`config.mk`:
```
export PLATFORM = sky130hd
export DESIGN_NAME = apb_node_reg
export DESIGN_NICKNAME = d
export VERILOG_FILES = /design/src/rtl/apb_node_pkg.sv /design/src/rtl/apb_addr_decoder.sv /design/src/rtl/apb_node_reg.sv
export SDC_FILE = /design/constraint.sdc
export NUM_CORES = 1
export LEC_CHECK = 0
export ABC_AREA = 0
export BUFFER_PORTS_ARGS = -buffer_cell sky130_fd_sc_hd__buf_2
export CORE_AREA = 4 4 559 561
export CTS_BUF_LIST = sky130_fd_sc_hd__clkbuf_8
export DETAILED_ROUTE_END_ITERATION = 6
export DIE_AREA = 0 0 563 565
export REMOVE_ABC_BUFFERS = 1
export SETUP_SLACK_MARGIN = 0.2
export SLEW_MARGIN = 20
export SYNTH_ARGS = -nofsm -noshare
export SYNTH_HDL_FRONTEND = slang
export SYNTH_SLANG_ARGS = --single-unit
```
`constraint.sdc`:
```
create_clock -name clk_i -period 2.39 [get_ports clk_i]
set_clock_uncertainty 0.05 [all_clocks]
set_input_delay 0.1195 -clock clk_i [delete_from_list [all_inputs] [get_ports clk_i]]
set_output_delay 0.1195 -clock clk_i [all_outputs]
set_load 0.01 [all_outputs]
```
`src/rtl/apb_node_pkg.sv`:
```
// rtl/apb_node_pkg.sv - shared state and response types for the APB interconnect node
package apb_node_pkg;

    localparam int APB_NODE_DATA_W = 32;

    typedef enum logic [1:0] {
        IDLE   = 2'd0,
        SETUP  = 2'd1,
        ACCESS = 2'd2,
        RESP   = 2'd3
    } node_state_e;

    typedef struct packed {
        logic [APB_NODE_DATA_W-1:0] rdata;
        logic                       err;
    } resp_cap_t;

endpackage

```
`src/rtl/apb_addr_decoder.sv`:
```
// rtl/apb_addr_decoder.sv - inclusive-range address decoder, lowest slot index wins
module apb_addr_decoder
    import apb_node_pkg::*;
#(
    parameter int NB_SLAVE       = 8,
    parameter int APB_ADDR_WIDTH = 32
) (
    input  logic [APB_ADDR_WIDTH-1:0]          addr_i,
    input  logic [NB_SLAVE*APB_ADDR_WIDTH-1:0] start_addr_i,
    input  logic [NB_SLAVE*APB_ADDR_WIDTH-1:0] end_addr_i,
    output logic [NB_SLAVE-1:0]                sel_o,
    output logic                               miss_o
);

    // Scanning from the top down lets the lowest hitting slot overwrite the rest.
    always_comb begin
        sel_o  = '0;
        miss_o = 1'b1;
        for (int k = NB_SLAVE - 1; k >= 0; k--) begin
            if ((start_addr_i[k*APB_ADDR_WIDTH +: APB_ADDR_WIDTH] <= addr_i) &&
                (addr_i <= end_addr_i[k*APB_ADDR_WIDTH +: APB_ADDR_WIDTH])) begin
                sel_o    = '0;
                sel_o[k] = 1'b1;
                miss_o   = 1'b0;
            end
        end
    end

endmodule

```
`src/rtl/apb_node_reg.sv`:
```
// rtl/apb_node_reg.sv - registered APB 1-to-NB_SLAVE node; APB_NODE_TIMEOUT_EN adds an ACCESS timeout
module apb_node_reg
    import apb_node_pkg::*;
#(
    parameter int NB_SLAVE       = 8,
    parameter int APB_ADDR_WIDTH = 32,
    parameter int APB_DATA_WIDTH = 32,
    parameter int TIMEOUT_CYCLES = 255
) (
    input  logic                               clk_i,
    input  logic                               rst_ni,
    input  logic                               psel_i,
    input  logic                               penable_i,
    input  logic                               pwrite_i,
    input  logic [APB_ADDR_WIDTH-1:0]          paddr_i,
    input  logic [APB_DATA_WIDTH-1:0]          pwdata_i,
    output logic [APB_DATA_WIDTH-1:0]          prdata_o,
    output logic                               pready_o,
    output logic                               pslverr_o,
    output logic [NB_SLAVE-1:0]                psel_o,
    output logic [NB_SLAVE-1:0]                penable_o,
    output logic [NB_SLAVE-1:0]                pwrite_o,
    output logic [NB_SLAVE*APB_ADDR_WIDTH-1:0] paddr_o,
    output logic [NB_SLAVE*APB_DATA_WIDTH-1:0] pwdata_o,
    input  logic [NB_SLAVE*APB_DATA_WIDTH-1:0] prdata_i,
    input  logic [NB_SLAVE-1:0]                pready_i,
    input  logic [NB_SLAVE-1:0]                pslverr_i,
    input  logic [NB_SLAVE*APB_ADDR_WIDTH-1:0] START_ADDR_i,
    input  logic [NB_SLAVE*APB_ADDR_WIDTH-1:0] END_ADDR_i
);

    node_state_e                state_q, state_d;
    logic [APB_ADDR_WIDTH-1:0]  addr_q, addr_d;
    logic [APB_DATA_WIDTH-1:0]  wdata_q, wdata_d;
    logic                       write_q, write_d;
    logic [NB_SLAVE-1:0]        sel_q, sel_d;
    resp_cap_t                  cap_q, cap_d;

    logic [NB_SLAVE-1:0]        dec_sel;
    logic                       dec_miss;
    logic                       slv_ready;
    logic                       slv_err;
    logic [APB_DATA_WIDTH-1:0]  slv_rdata;

`ifdef APB_NODE_TIMEOUT_EN
    localparam int                CNT_W    = $clog2(TIMEOUT_CYCLES + 1);
    localparam logic [CNT_W-1:0]  CNT_LAST = CNT_W'(TIMEOUT_CYCLES - 1);
    logic [CNT_W-1:0]             cnt_q, cnt_d;
`endif

    // Decoded in the latching cycle so the select is captured alongside the address.
    apb_addr_decoder #(
        .NB_SLAVE       (NB_SLAVE),
        .APB_ADDR_WIDTH (APB_ADDR_WIDTH)
    ) u_decoder (
        .addr_i       (paddr_i),
        .start_addr_i (START_ADDR_i),
        .end_addr_i   (END_ADDR_i),
        .sel_o        (dec_sel),
        .miss_o       (dec_miss)
    );

    always_comb begin
        slv_ready = |(pready_i & sel_q);
        slv_err   = |(pslverr_i & sel_q);
        slv_rdata = '0;
        for (int k = 0; k < NB_SLAVE; k++) begin
            slv_rdata = slv_rdata | (prdata_i[k*APB_DATA_WIDTH +: APB_DATA_WIDTH] & {APB_DATA_WIDTH{sel_q[k]}});
        end
    end

    always_comb begin
        state_d = state_q;
        addr_d  = addr_q;
        wdata_d = wdata_q;
        write_d = write_q;
        sel_d   = sel_q;
        cap_d   = cap_q;
`ifdef APB_NODE_TIMEOUT_EN
        cnt_d   = cnt_q;
`endif
        case (state_q)
            IDLE: begin
                if (psel_i && !penable_i) begin
                    addr_d  = paddr_i;
                    wdata_d = pwdata_i;
                    write_d = pwrite_i;
                    sel_d   = dec_sel;
                    if (dec_miss) begin
                        cap_d.rdata = '0;
                        cap_d.err   = 1'b1;
                        state_d     = RESP;
                    end else begin
                        state_d = SETUP;
                    end
                end
            end
            SETUP: begin
                state_d = ACCESS;
`ifdef APB_NODE_TIMEOUT_EN
                cnt_d   = '0;
`endif
            end
            ACCESS: begin
                if (slv_ready) begin
                    cap_d.rdata = write_q ? '0 : APB_NODE_DATA_W'(slv_rdata);
                    cap_d.err   = slv_err;
                    state_d     = RESP;
`ifdef APB_NODE_TIMEOUT_EN
                end else if (cnt_q == CNT_LAST) begin
                    cap_d.rdata = '0;
                    cap_d.err   = 1'b1;
                    state_d     = RESP;
                end else begin
                    cnt_d = cnt_q + 1'b1;
`endif
                end
            end
            RESP:    state_d = IDLE;
            default: state_d = IDLE;
        endcase
    end

    always_ff @(posedge clk_i or negedge rst_ni) begin
        if (!rst_ni) begin
            state_q <= IDLE;
            addr_q  <= '0;
            wdata_q <= '0;
            write_q <= 1'b0;
            sel_q   <= '0;
            cap_q   <= '0;
`ifdef APB_NODE_TIMEOUT_EN
            cnt_q   <= '0;
`endif
        end else begin
            state_q <= state_d;
            addr_q  <= addr_d;
            wdata_q <= wdata_d;
            write_q <= write_d;
            sel_q   <= sel_d;
            cap_q   <= cap_d;
`ifdef APB_NODE_TIMEOUT_EN
            cnt_q   <= cnt_d;
`endif
        end
    end

    // Every output is a pure decode of flops, so all drop together on reset.
    always_comb begin
        psel_o    = '0;
        penable_o = '0;
        pwrite_o  = '0;
        paddr_o   = '0;
        pwdata_o  = '0;
        for (int k = 0; k < NB_SLAVE; k++) begin
            if (((state_q == SETUP) || (state_q == ACCESS)) && sel_q[k]) begin
                psel_o[k]    = 1'b1;
                penable_o[k] = (state_q == ACCESS);
                pwrite_o[k]  = write_q;
                paddr_o[k*APB_ADDR_WIDTH +: APB_ADDR_WIDTH]  = addr_q;
                pwdata_o[k*APB_DATA_WIDTH +: APB_DATA_WIDTH] = wdata_q;
            end
        end
        pready_o  = (state_q == RESP);
        pslverr_o = pready_o & cap_q.err;
        prdata_o  = pready_o ? APB_DATA_WIDTH'(cap_q.rdata) : '0;
    end

endmodule

```
==> metrics.yaml, run 1 <==
status:
  status: "complete, but fails checks"
  violations: "setup timing"
power_and_ir_drop:
  p_per_area_nw_per_um2: 167
  peakVddDrop_mv: 0.249
  p_leak_nw: 24.5
sta:
  worst_slack_ns: -1.19
  maxSlewHeadroom: 0.205
  period_minus_slack_ns: 3.58
  hold_violations: 0
  worst_slew_pin_slew_ns: 1.19
  rsz0062_at_grt: "true"
  slew_violations: 0
  final-setup-viol-count: 261
  max_freq_mhz: 280
  whs_ns: 0.0884
  fin_crit_sh: 1.50
floorplanning:
  dieArea_um2: 318000
  die_w_um: 563
  rows: 204
  ios: 1423
  start_util: 0.0717
  die_h_um: 565
  core_area_um2: 308000
placement:
  place_area_um2: 38100
  hpwl_mm: 186
  gp_congestion: 0.925
  dp_worst_setup_slack_ns: -2.24
  port_buffers: 1422
route:
  antenna_left: 0
  viasPerCell: 3.74
  postRouteWirelength_mm: 239
  drtIter0Drc: 2734
  vias: 34200
  wl_per_cell_um: 26.1
  firstDrtPassIters: 5
  drc: 0
clocking:
  numClockSinks: 108
  cts_buffer_depth: 2
  cts_buffers: 9
  clockRootBuffer: "clkbuf_8"
  clk-insertion-delay-late_ns: 0.50
  cts.reportedPaths.clkPinSlew_ns: 0.17
  h-tree-depth: 3
  cts_tree: "yes"
setup_path:
  cp_data_arrival_time_ns: 3.94
  worst_setup_path_end_kind: "flop"
  critPathMaxFanout: 8
  crit_type: "in2reg"
  slowest_stage: "a221oi_1"
  path_cells: "buf_2 > buf_4 > ha_1 > a21oi_1 > o21ai_0 > a221oi_1 > a21oi_1 > a221oi_2 > a21o_1 > nor4b_4 > buf_12 > buf_6 > a21boi_4 > buf_8 > buf_12 > o22ai_2"
  worstPathRequired_ns: 2.76
  r2r_cells: 12
  critPathLaunchType: "primary input"
  max_stage_delay_ns: 1.05
yosys:
  synthMuxAreaShare: 0.0168
  ys_seq_area_frac: 0.123
  synth_xor_area_frac: 0
  yosys.area.top_type: "ha_1"
  synth.distinct_cells: 67
  synthSimpleGateAreaFrac: 0.286
  synth_edf_count: 0
  synth.avg_cell_area_um2: 7.65
  synth_area_leaders: "ha_1, and3_1, dfrtp_1, inv_1, a21oi_1"
  synth_seq_cells: 108
  syn-cell-area_um2: 22100
  ys_async_sr_fraction: 1.00
  ys.flop_type: "dfrtp_1"
  yosysWarnings: 0
  synth_compound_area_frac: 0.196
  synth_top_area_frac: 0.293
  synth-adder-area-share: 0.293
  synth_cells: 2882
  synth_top_family_by_area: "adder cells"
min_path:
  worstHoldPathType: "in2reg"
  hold_depth: 5
global_routing:
  antenna_found_initial: 120
  grt_first_pass_wirelength_mm: 284
  grt_max_degree: 70
  grt_pass1_vias: 30700
  track_usage: 0.132
  grt.overflow.total: 0
final_layout:
  areaGrowthSynthToFinish_pct: 119
  nets: 6331
  fin_util: 0.157
  finalInstanceArea_um2: 48200
  drive_above_1_share: 0.520
run:
  drv_cap: 0
metrics by stage:
stage | total power, mW | setup TNS (ns) | cells
floorplan | 3.39 | -2255.28 | 2704
global placement | 6.06 | -109.16 | 8706
detailed placement | 6.11 | -85.22 | 8710
CTS | 8.14 | -78.28 | 9000
global route | 8.67 | -98.71 | 9123
finish | 8.06 | -50.23 | 9149
cells in the mapped netlist (3+ instances only):
cell,n
nor2_1,24
a22oi_1,72
clkbuf_1,154
nor2b_1,24
o22ai_2,30
and4_1,7
o21ai_0,94
o31ai_1,5
a221o_1,7
and3_1,531
nand4_1,122
nor4_1,31
nand3_1,70
o21a_1,15
buf_1,17
a31oi_1,8
a22o_1,34
ha_1,516
a21boi_0,3
a21o_1,49
a211o_1,5
o221ai_1,3
a221oi_1,50
or3_1,4
o211ai_1,16
nand2_1,212
and2_1,43
mux2_2,33
dfrtp_1,108
buf_4,3
a21oi_1,198
a2111o_1,5
a2111oi_0,7
o22ai_1,5
nor3b_1,4
buf_12,3
inv_1,311
nor3_1,12
a211oi_1,8
nand2b_1,8
cell type report:
cell class	instances	area [µm²]
Fill cell	34600	260000
Antenna cell	62	155
Multi-Input combinational cell	2285	19800
Inverter	311	1210
Timing Repair Buffer	2247	18900
Clock inverter	7	60.1
Sequential cell	108	2730
Clock buffer	9	124
Tap cell	4120	5150
cell usage in the layout, fill, tap and decap left out, types with 170 or more instances in the layout:
master / netlist / layout
inv_1: 311 / 297
and3_4: 0 / 300
buf_4: 3 / 396
dlygate4sd3_1: 0 / 170
a21oi_1: 198 / 194
and3_1: 531 / 231
buf_2: 0 / 1094
ha_1: 516 / 502
buf_6: 1 / 372
nand2_1: 212 / 203
logic make-up (layout without fill, tap and decap cells):
| logic type | Yosys count | in the layout |
|---|---|---|
| other | 0 | 62 |
| multiplexers | 33 | 33 |
| flip-flops | 108 | 108 |
| AO/OA/AOI/OAI | 630 | 630 |
| buffers and inverters | 489 | 2574 |
| adder cells (fa/ha/maj) | 516 | 516 |
| AND/OR/NAND/NOR | 1106 | 1106 |
state kept, by name, indices dropped and copies added (netlist names):
register,flops
wdata_q,32
sel_q,8
addr_q,32
state_q,2
write_q,1
cap_q,33
power breakdown:
part           switching (mW)  internal (mW)
clock                    1.01          0.399
combinational            2.49           2.33
sequential                  0           1.83
total                    3.50           4.55
path summary, 6_finish.rpt:
kind / start / endpoint / slack (ns)
setup / recovery: paddr_i[19] / cap_q[20] / -1.19
setup reg to reg: state_q[0] / cap_q[19] / -0.01
max in group asynchronous: rst_ni / addr_q[13] / 1.00
min in group asynchronous: rst_ni / sel_q[7] / 0.58
hold / removal: prdata_i[112] / cap_q[17] / 0.09
hold reg to reg: addr_q[10] / addr_q[10] / 0.45
what timing repair did:
action / CTS / global route
gates cloned: 35 / 50
hold buffers: 171 / 0
hold endpoints to repair: 171 / 0
pin swaps: 44 / 25
setup endpoints to repair: 601 / 613
setup buffers: 68 / 37
gates resized for setup: 245 / 737
worst max-delay path: cells and delay by family:
kind                       cells  cell delay (ns)
AOI/OAI and AO/OA              8             2.47
buffers and inverters          6             0.91
and+or+nand+nor                1             0.07
adders and majority gates      1             0.34
metal layers:
metal / up-vias / wire length [µm] / GRT usage
met2: 2229 / 122000 / 0.242
met4: 28 / 13600 / 0.0622
met3: 638 / 14900 / 0.0220
met1: 16300 / 88200 / 0.148
met5: - / 193 / 0
li1: 15000 / - / -
(Power assumes the default switching activity.)
==> run 2, diff against run 1 <==
--- a/config.mk
+++ b/config.mk
@@ -17,3 +17,4 @@
 export SYNTH_ARGS = -nofsm -noshare
 export SYNTH_HDL_FRONTEND = slang
 export SYNTH_SLANG_ARGS = --single-unit
+export TNS_END_PERCENT = 1
==> constraint.sdc (replaced) <==
create_clock -name clk_i -period 2.39 [get_ports clk_i]
set_clock_uncertainty 0.05 [all_clocks]
set_input_delay 0.1195 -clock clk_i [delete_from_list [all_inputs] [get_ports clk_i]]
set_output_delay 0.1195 -clock clk_i [all_outputs]
set_load 0.05 [all_outputs]
==> metrics.yaml, run 2 (synthesis gave the netlist of run 1 again) <==
status:
  status: "complete, but fails checks"  # unchanged
  violations: "setup timing"  # unchanged
clocking:
  cts_tree: "yes"  # unchanged
  clk-insertion-delay-late_ns: 0.50  # about the same
  numClockSinks: 108  # unchanged
  clockRootBuffer: "clkbuf_8"  # unchanged
  cts_buffers: 9  # unchanged
  cts_buffer_depth: 2  # unchanged
  cts.reportedPaths.clkPinSlew_ns: 0.15  # was 0.17 ns
  h-tree-depth: 3  # unchanged
power_and_ir_drop:
  peakVddDrop_mv: 0.236  # was 0.249 mV
  finalPower_mw: 7.81  # was 8.06 mW
  p_leak_nw: 23.0  # was 24.5 nW
  p_per_area_nw_per_um2: 184  # was 167 nW/µm²
final_layout:
  largest-register: "cap_q"  # unchanged
  final_cell_mix: "buf_2, buf_4, and3_1"  # was buf_2, ha_1, buf_4
  finalInstanceArea_um2: 42500  # was 48200 µm²
  largest_reg_flops: 33  # unchanged
  layout.cells.non_filler: 8995  # was 9149
  drive_above_1_share: 0.437  # was 0.520
  fin_util: 0.138  # was 0.157
  top_regs: "cap_q (33), addr_q (32), wdata_q (32)"  # unchanged
  areaGrowthSynthToFinish_pct: 92.9  # was 119%
  final_common_cell: "buf_2"  # unchanged
  nets: 6166  # was 6331
global_routing:
  grt.overflow.total: 0  # unchanged
  antenna_found_initial: 131  # was 120
  track_usage: 0.127  # was 0.132
  grt_pass1_vias: 30500  # was 30700
  grt_max_degree: 110  # was 70
  grt_first_pass_wirelength_mm: 274  # was 284 mm
setup_path:
  crit_type: "in2reg"  # unchanged
  cp_data_arrival_time_ns: 3.73  # was 3.94 ns
  worst_setup_path_end_kind: "flop"  # unchanged
  critPathMaxFanout: 8  # unchanged
  regToRegSetupSlack_ns: 0.03  # was -0.01 ns
  r2r_cells: 9  # was 12
  worstPathRequired_ns: 2.77  # was 2.76 ns
  reg2reg_to: "cap_q[9]"  # was cap_q[19]
  critPathLaunchType: "primary input"  # unchanged
  r2r-start: "sel_q[6]"  # was state_q[0]
floorplanning:
  start_util: 0.0717  # unchanged
  core_area_um2: 308000  # unchanged
  rows: 204  # unchanged
  ios: 1423  # unchanged
  die_h_um: 565  # unchanged
  dieArea_um2: 318000  # unchanged
  die_w_um: 563  # unchanged
min_path:
  worstHoldPathType: "in2async"  # was in2reg
route:
  postRouteWirelength_mm: 216  # was 239 mm
  antenna_left: 0  # unchanged
  wl_per_cell_um: 24.0  # was 26.1 µm
  viasPerCell: 3.55  # was 3.74
  vias: 32000  # was 34200
  drtIter0Drc: 2505  # was 2734
  firstDrtPassIters: 6  # was 5
  drc: 0  # unchanged
sta:
  hold_violations: 0  # unchanged
  maxSlewHeadroom: 0.353  # was 0.205
  slew_violations: 0  # unchanged
  whs_ns: 0.0722  # was 0.0884 ns
  max_freq_mhz: 299  # was 280 MHz
  fin_crit_sh: 1.40  # was 1.50
  final-setup-viol-count: 425  # was 261
  worst_slack_ns: -0.952  # was -1.19 ns
  rsz0062_at_grt: "true"  # unchanged
  worst_slew_pin_slew_ns: 0.971  # was 1.19 ns
  period_minus_slack_ns: 3.34  # was 3.58 ns
placement:
  hpwl_mm: 185  # was 186 mm
  placed_cells: 8706  # was 8710
  place_area_um2: 38200  # was 38100 µm²
  gp_congestion: 0.928  # was 0.925
  port_buffers: 1422  # unchanged
run:
  drv_cap: 0  # unchanged
## run 2: changes by cell type in the layout (fill, tap and decap cells not counted), moves of 16 or more
cell           delta
clkbuf_4         +79
and3_4          -298
clkbuf_16        -34
dlygate4sd3_1    -16
buf_6           -340
buf_16           -29
buf_4           +412
buf_2           -182
and3_1          +296
buf_8            -26
buf_12           -25
## run 2: worst max-delay path: stages
cell and delay [ns]:
buf_2 0.12, inv_1 0.10, buf_12 0.15, buf_4 0.14
buf_4 0.16, buf_4 0.15, ha_1 0.31, nand4_1 0.20
nor3_1 0.28, a21oi_1 0.12, o21ai_2 0.15, buf_4 0.19
a221oi_2 0.07, a21o_1 0.26, nor4b_4 0.31, buf_12 0.16
and4_4 0.34, clkbuf_16 0.23, o21a_1 0.12
## run 2: how the worst max path moves through the flow
stage / startpoint / end / slack [ns] / cells after the start
finish: paddr_i[31] / cap_q[0] / -0.95 / 19
global placement: paddr_i[2] / cap_q[0] / -2.65 / 18
floorplan: state_q[1] / paddr_o[0] / -4.23 / 3
global route: paddr_i[14] / cap_q[0] / -1.05 / 20
detailed placement: paddr_i[15] / cap_q[0] / -2.02 / 17
CTS: paddr_i[15] / cap_q[31] / -0.95 / 20
## run 2: where the power goes
group / total, mW / internal (mW) / switching (mW)
combinational: 4.57 / 2.19 / 2.38
sequential: 1.83 / 1.83 / 0
clock: 1.41 / 0.400 / 1.01
total: 7.81 / 4.42 / 3.40
## run 2: layout make-up
class | count | area, µm²
multi-input combinational | 2285 | 18000
clock inverter | 7 | 60.1
timing repair buffer | 2082 | 15100
clock buffer | 9 | 124
fill | 35300 | 265000
antenna | 73 | 183
tap | 4120 | 5150
sequential | 108 | 2730
inverter | 311 | 1200
## run 2: metrics by stage
stage | setup TNS (ns) | setup WS (ns)
after global placement | -102.12 | -2.65
final | -89.14 | -0.952
after floorplan | -2400.34 | -4.23
after detailed placement | -78.59 | -2.02
after CTS | -120.57 | -0.950
after global routing | -164.41 | -1.05
## run 2: what timing repair did
| action | 4_1_cts | 5_1_grt |
|---|---|---|
| setup buffers | 37 | 4 |
| resized for setup | 510 | 132 |
| hold buffers | 154 | 0 |
| endpoints found under the hold margin | 152 | 0 |
| gates cloned | 4 | 1 |
| setup endpoints to repair | 612 | 612 |
| pin swaps | 20 | 18 |
## run 2: routing by layer
| layer | track usage | vias up | share of wire |
|---|---|---|---|
| met4 | 0.0586 | 18 | 0.054 |
| met3 | 0.0196 | 427 | 0.057 |
| met5 | 0 | - | 0.00055 |
| met1 | 0.143 | 15100 | 0.38 |
| li1 | - | 14600 | - |
| met2 | 0.233 | 1799 | 0.51 |
==> run 3, diff against run 2 <==
==> constraint.sdc (replaced) <==
create_clock -name clk_i -period 3.52 [get_ports clk_i]
set_clock_uncertainty 0.05 [all_clocks]
set_input_delay 0.176 -clock clk_i [delete_from_list [all_inputs] [get_ports clk_i]]
set_output_delay 0.176 -clock clk_i [all_outputs]
set_load 0.05 [all_outputs]
==> metrics.yaml, run 3 (synthesis gave the netlist of run 1 again) <==
sta:
  maxSlewHeadroom: 0.282  # was 0.353
  max_freq_mhz: 281
  period_minus_slack_ns: 3.55
  final-setup-viol-count: 8  # was 425
  hold_violations: 0  # unchanged
  fin_crit_sh: 1.01
  rsz0062_at_grt: "true"  # unchanged
  worst_slew_pin_slew_ns: 1.07  # was 0.971 ns
  worst_slack_ns: -0.0327  # was -0.952 ns
  slew_violations: 0  # unchanged
clocking:
  clk-insertion-delay-late_ns: 0.51  # was 0.50 ns
  cts_buffers: 9  # unchanged
  clockRootBuffer: "clkbuf_8"  # unchanged
  numClockSinks: 108  # unchanged
  cts_buffer_depth: 2  # unchanged
  cts.reportedPaths.clkPinSlew_ns: 0.15  # about the same
  h-tree-depth: 3  # unchanged
  cts_tree: "yes"  # unchanged
route:
  vias: 30800  # was 32000
  antenna_left: 0  # unchanged
  firstDrtPassIters: 5  # was 6
  postRouteWirelength_mm: 212  # was 216 mm
  viasPerCell: 3.50  # was 3.55
  drc: 0  # unchanged
  wl_per_cell_um: 24.1  # was 24.0 µm
  drtIter0Drc: 2239  # was 2505
power_and_ir_drop:
  p_per_area_nw_per_um2: 133  # was 184 nW/µm²
  peakVddDrop_mv: 0.164  # was 0.236 mV
  p_leak_nw: 22.3  # was 23.0 nW
floorplanning:
  ios: 1423  # unchanged
  dieArea_um2: 318000  # unchanged
  die_w_um: 563  # unchanged
  die_h_um: 565  # unchanged
  start_util: 0.0717  # unchanged
  core_area_um2: 308000  # unchanged
  rows: 204  # unchanged
final_layout:
  largest_reg_flops: 33  # unchanged
  final_cell_mix: "buf_2, and3_1, ha_1"  # was buf_2, buf_4, and3_1
  nets: 5991  # was 6166
  final_common_cell: "buf_2"  # unchanged
  finalInstanceArea_um2: 39100  # was 42500 µm²
  largest-register: "cap_q"  # unchanged
  top_regs: "cap_q (33), addr_q (32), wdata_q (32)"  # unchanged
  areaGrowthSynthToFinish_pct: 77.4  # was 92.9%
  nFillCells: 35600  # was 35300
  drive_above_1_share: 0.429  # was 0.437
placement:
  gp_congestion: 0.918  # was 0.928
  dp_worst_setup_slack_ns: -1.27  # was -2.02 ns
  hpwl_mm: 182  # was 185 mm
  place_area_um2: 37600  # was 38200 µm²
  port_buffers: 1422  # unchanged
status:
  violations: "setup timing"  # unchanged
  status: "complete, but fails checks"  # unchanged
run:
  drv_cap: 0  # unchanged
setup_path:
  critPathMaxFanout: 6  # was 8
  critPathLaunchType: "primary input"  # unchanged
  crit_type: "in2reg"  # unchanged
  r2r-start: "sel_q[3]"  # was sel_q[6]
  cp_data_arrival_time_ns: 3.89  # was 3.73 ns
  worst_setup_path_end_kind: "flop"  # unchanged
  worstPathRequired_ns: 3.86  # was 2.77 ns
  crit_path_start: "paddr_i[31]"  # unchanged
global_routing:
  grt_first_pass_wirelength_mm: 267  # was 274 mm
  track_usage: 0.125  # was 0.127
  grt_max_degree: 186  # was 110
  antenna_found_initial: 140  # was 131
  grt.overflow.total: 0  # unchanged
  grt_pass1_vias: 28500  # was 30500
min_path:
  worstHoldPathType: "in2reg"  # was in2async
  worstHoldStart: "prdata_i[238]"
[run 3: report_power, final]
part           switching, mW  internal [mW]  total [mW]
logic                   1.55           1.39        2.94
clock network          0.701          0.345        1.05
registers                  0           1.24        1.24
total                   2.25           2.97        5.22
[run 3: critical path, cell delays in order]
cell,delay (ns)
buf_2,0.13
inv_1,0.12
buf_12,0.16
buf_4,0.13
buf_4,0.16
buf_4,0.16
ha_1,0.31
nand4_1,0.17
nor3_1,0.24
a21oi_1,0.09
o21ai_0,0.19
buf_4,0.23
a221oi_1,0.12
a21o_1,0.30
nor4b_4,0.34
buf_12,0.18
and4_4,0.27
buf_12,0.14
buf_16,0.15
o22ai_2,0.08
[run 3: timing repair]
| action | CTS | global route |
|---|---|---|
| pin swaps | 35 | 8 |
| endpoints found under the setup margin | 37 | 36 |
| hold buffers | 60 | 0 |
| endpoints found under the hold margin | 96 | 0 |
| resized for setup | 41 | 11 |
| gates cloned | 5 | 0 |
| setup buffers | 21 | 3 |
[run 3: worst paths after layout]
path / to / slack [ns] / cells after the start
min in group asynchronous: wdata_q[24] / 0.18 / 2
hold / removal: cap_q[15] / 0.1 / 5
setup reg to reg: cap_q[22] / 0.35 / 8
hold reg to reg: addr_q[30] / 0.47 / 2
max in group asynchronous: addr_q[3] / 2.29 / 3
setup / recovery: cap_q[14] / -0.03 / 20
[run 3: through the flow]
| step | util | TNS (ns) | instances | hold WS [ns] | power (mW) |
|---|---|---|---|---|---|
| floorplan | - | -1706.63 | 2704 | -0.170 | 2.30 |
| global placement | 0.122 | -57.96 | 8640 | 0.169 | 4.09 |
| detailed placement | 0.122 | -43.74 | 8642 | 0.175 | 4.12 |
| CTS | 0.126 | -0.00623 | 8744 | 0.000643 | 5.38 |
| global route | 0.127 | -1.29 | 8786 | 0.0500 | 5.67 |
| finish | 0.127 | -0.159 | 8802 | 0.0954 | 5.22 |
[run 3: cell type report]
class                   count  area, µm²  area share
diodes                     55        138     0.00352
inverters                 311       1180      0.0302
multi-input cells        2285      17800       0.454
well taps                4120       5150       0.132
clock inverters             7       82.6     0.00211
flip-flops and latches    108       2730      0.0698
repair buffers           1907      12000       0.305
clock buffers               9        124     0.00316
[run 3: metal layers]
metal / up-vias / track usage / share of wire / wire [µm]
li1: 14300 / - / - / -
met1: 14400 / 0.140 / 0.38 / 79700
met2: 1705 / 0.230 / 0.51 / 108000
met3: 397 / 0.0209 / 0.061 / 12900
met4: 36 / 0.0547 / 0.053 / 11200
met5: - / 0 / 0.0013 / 277
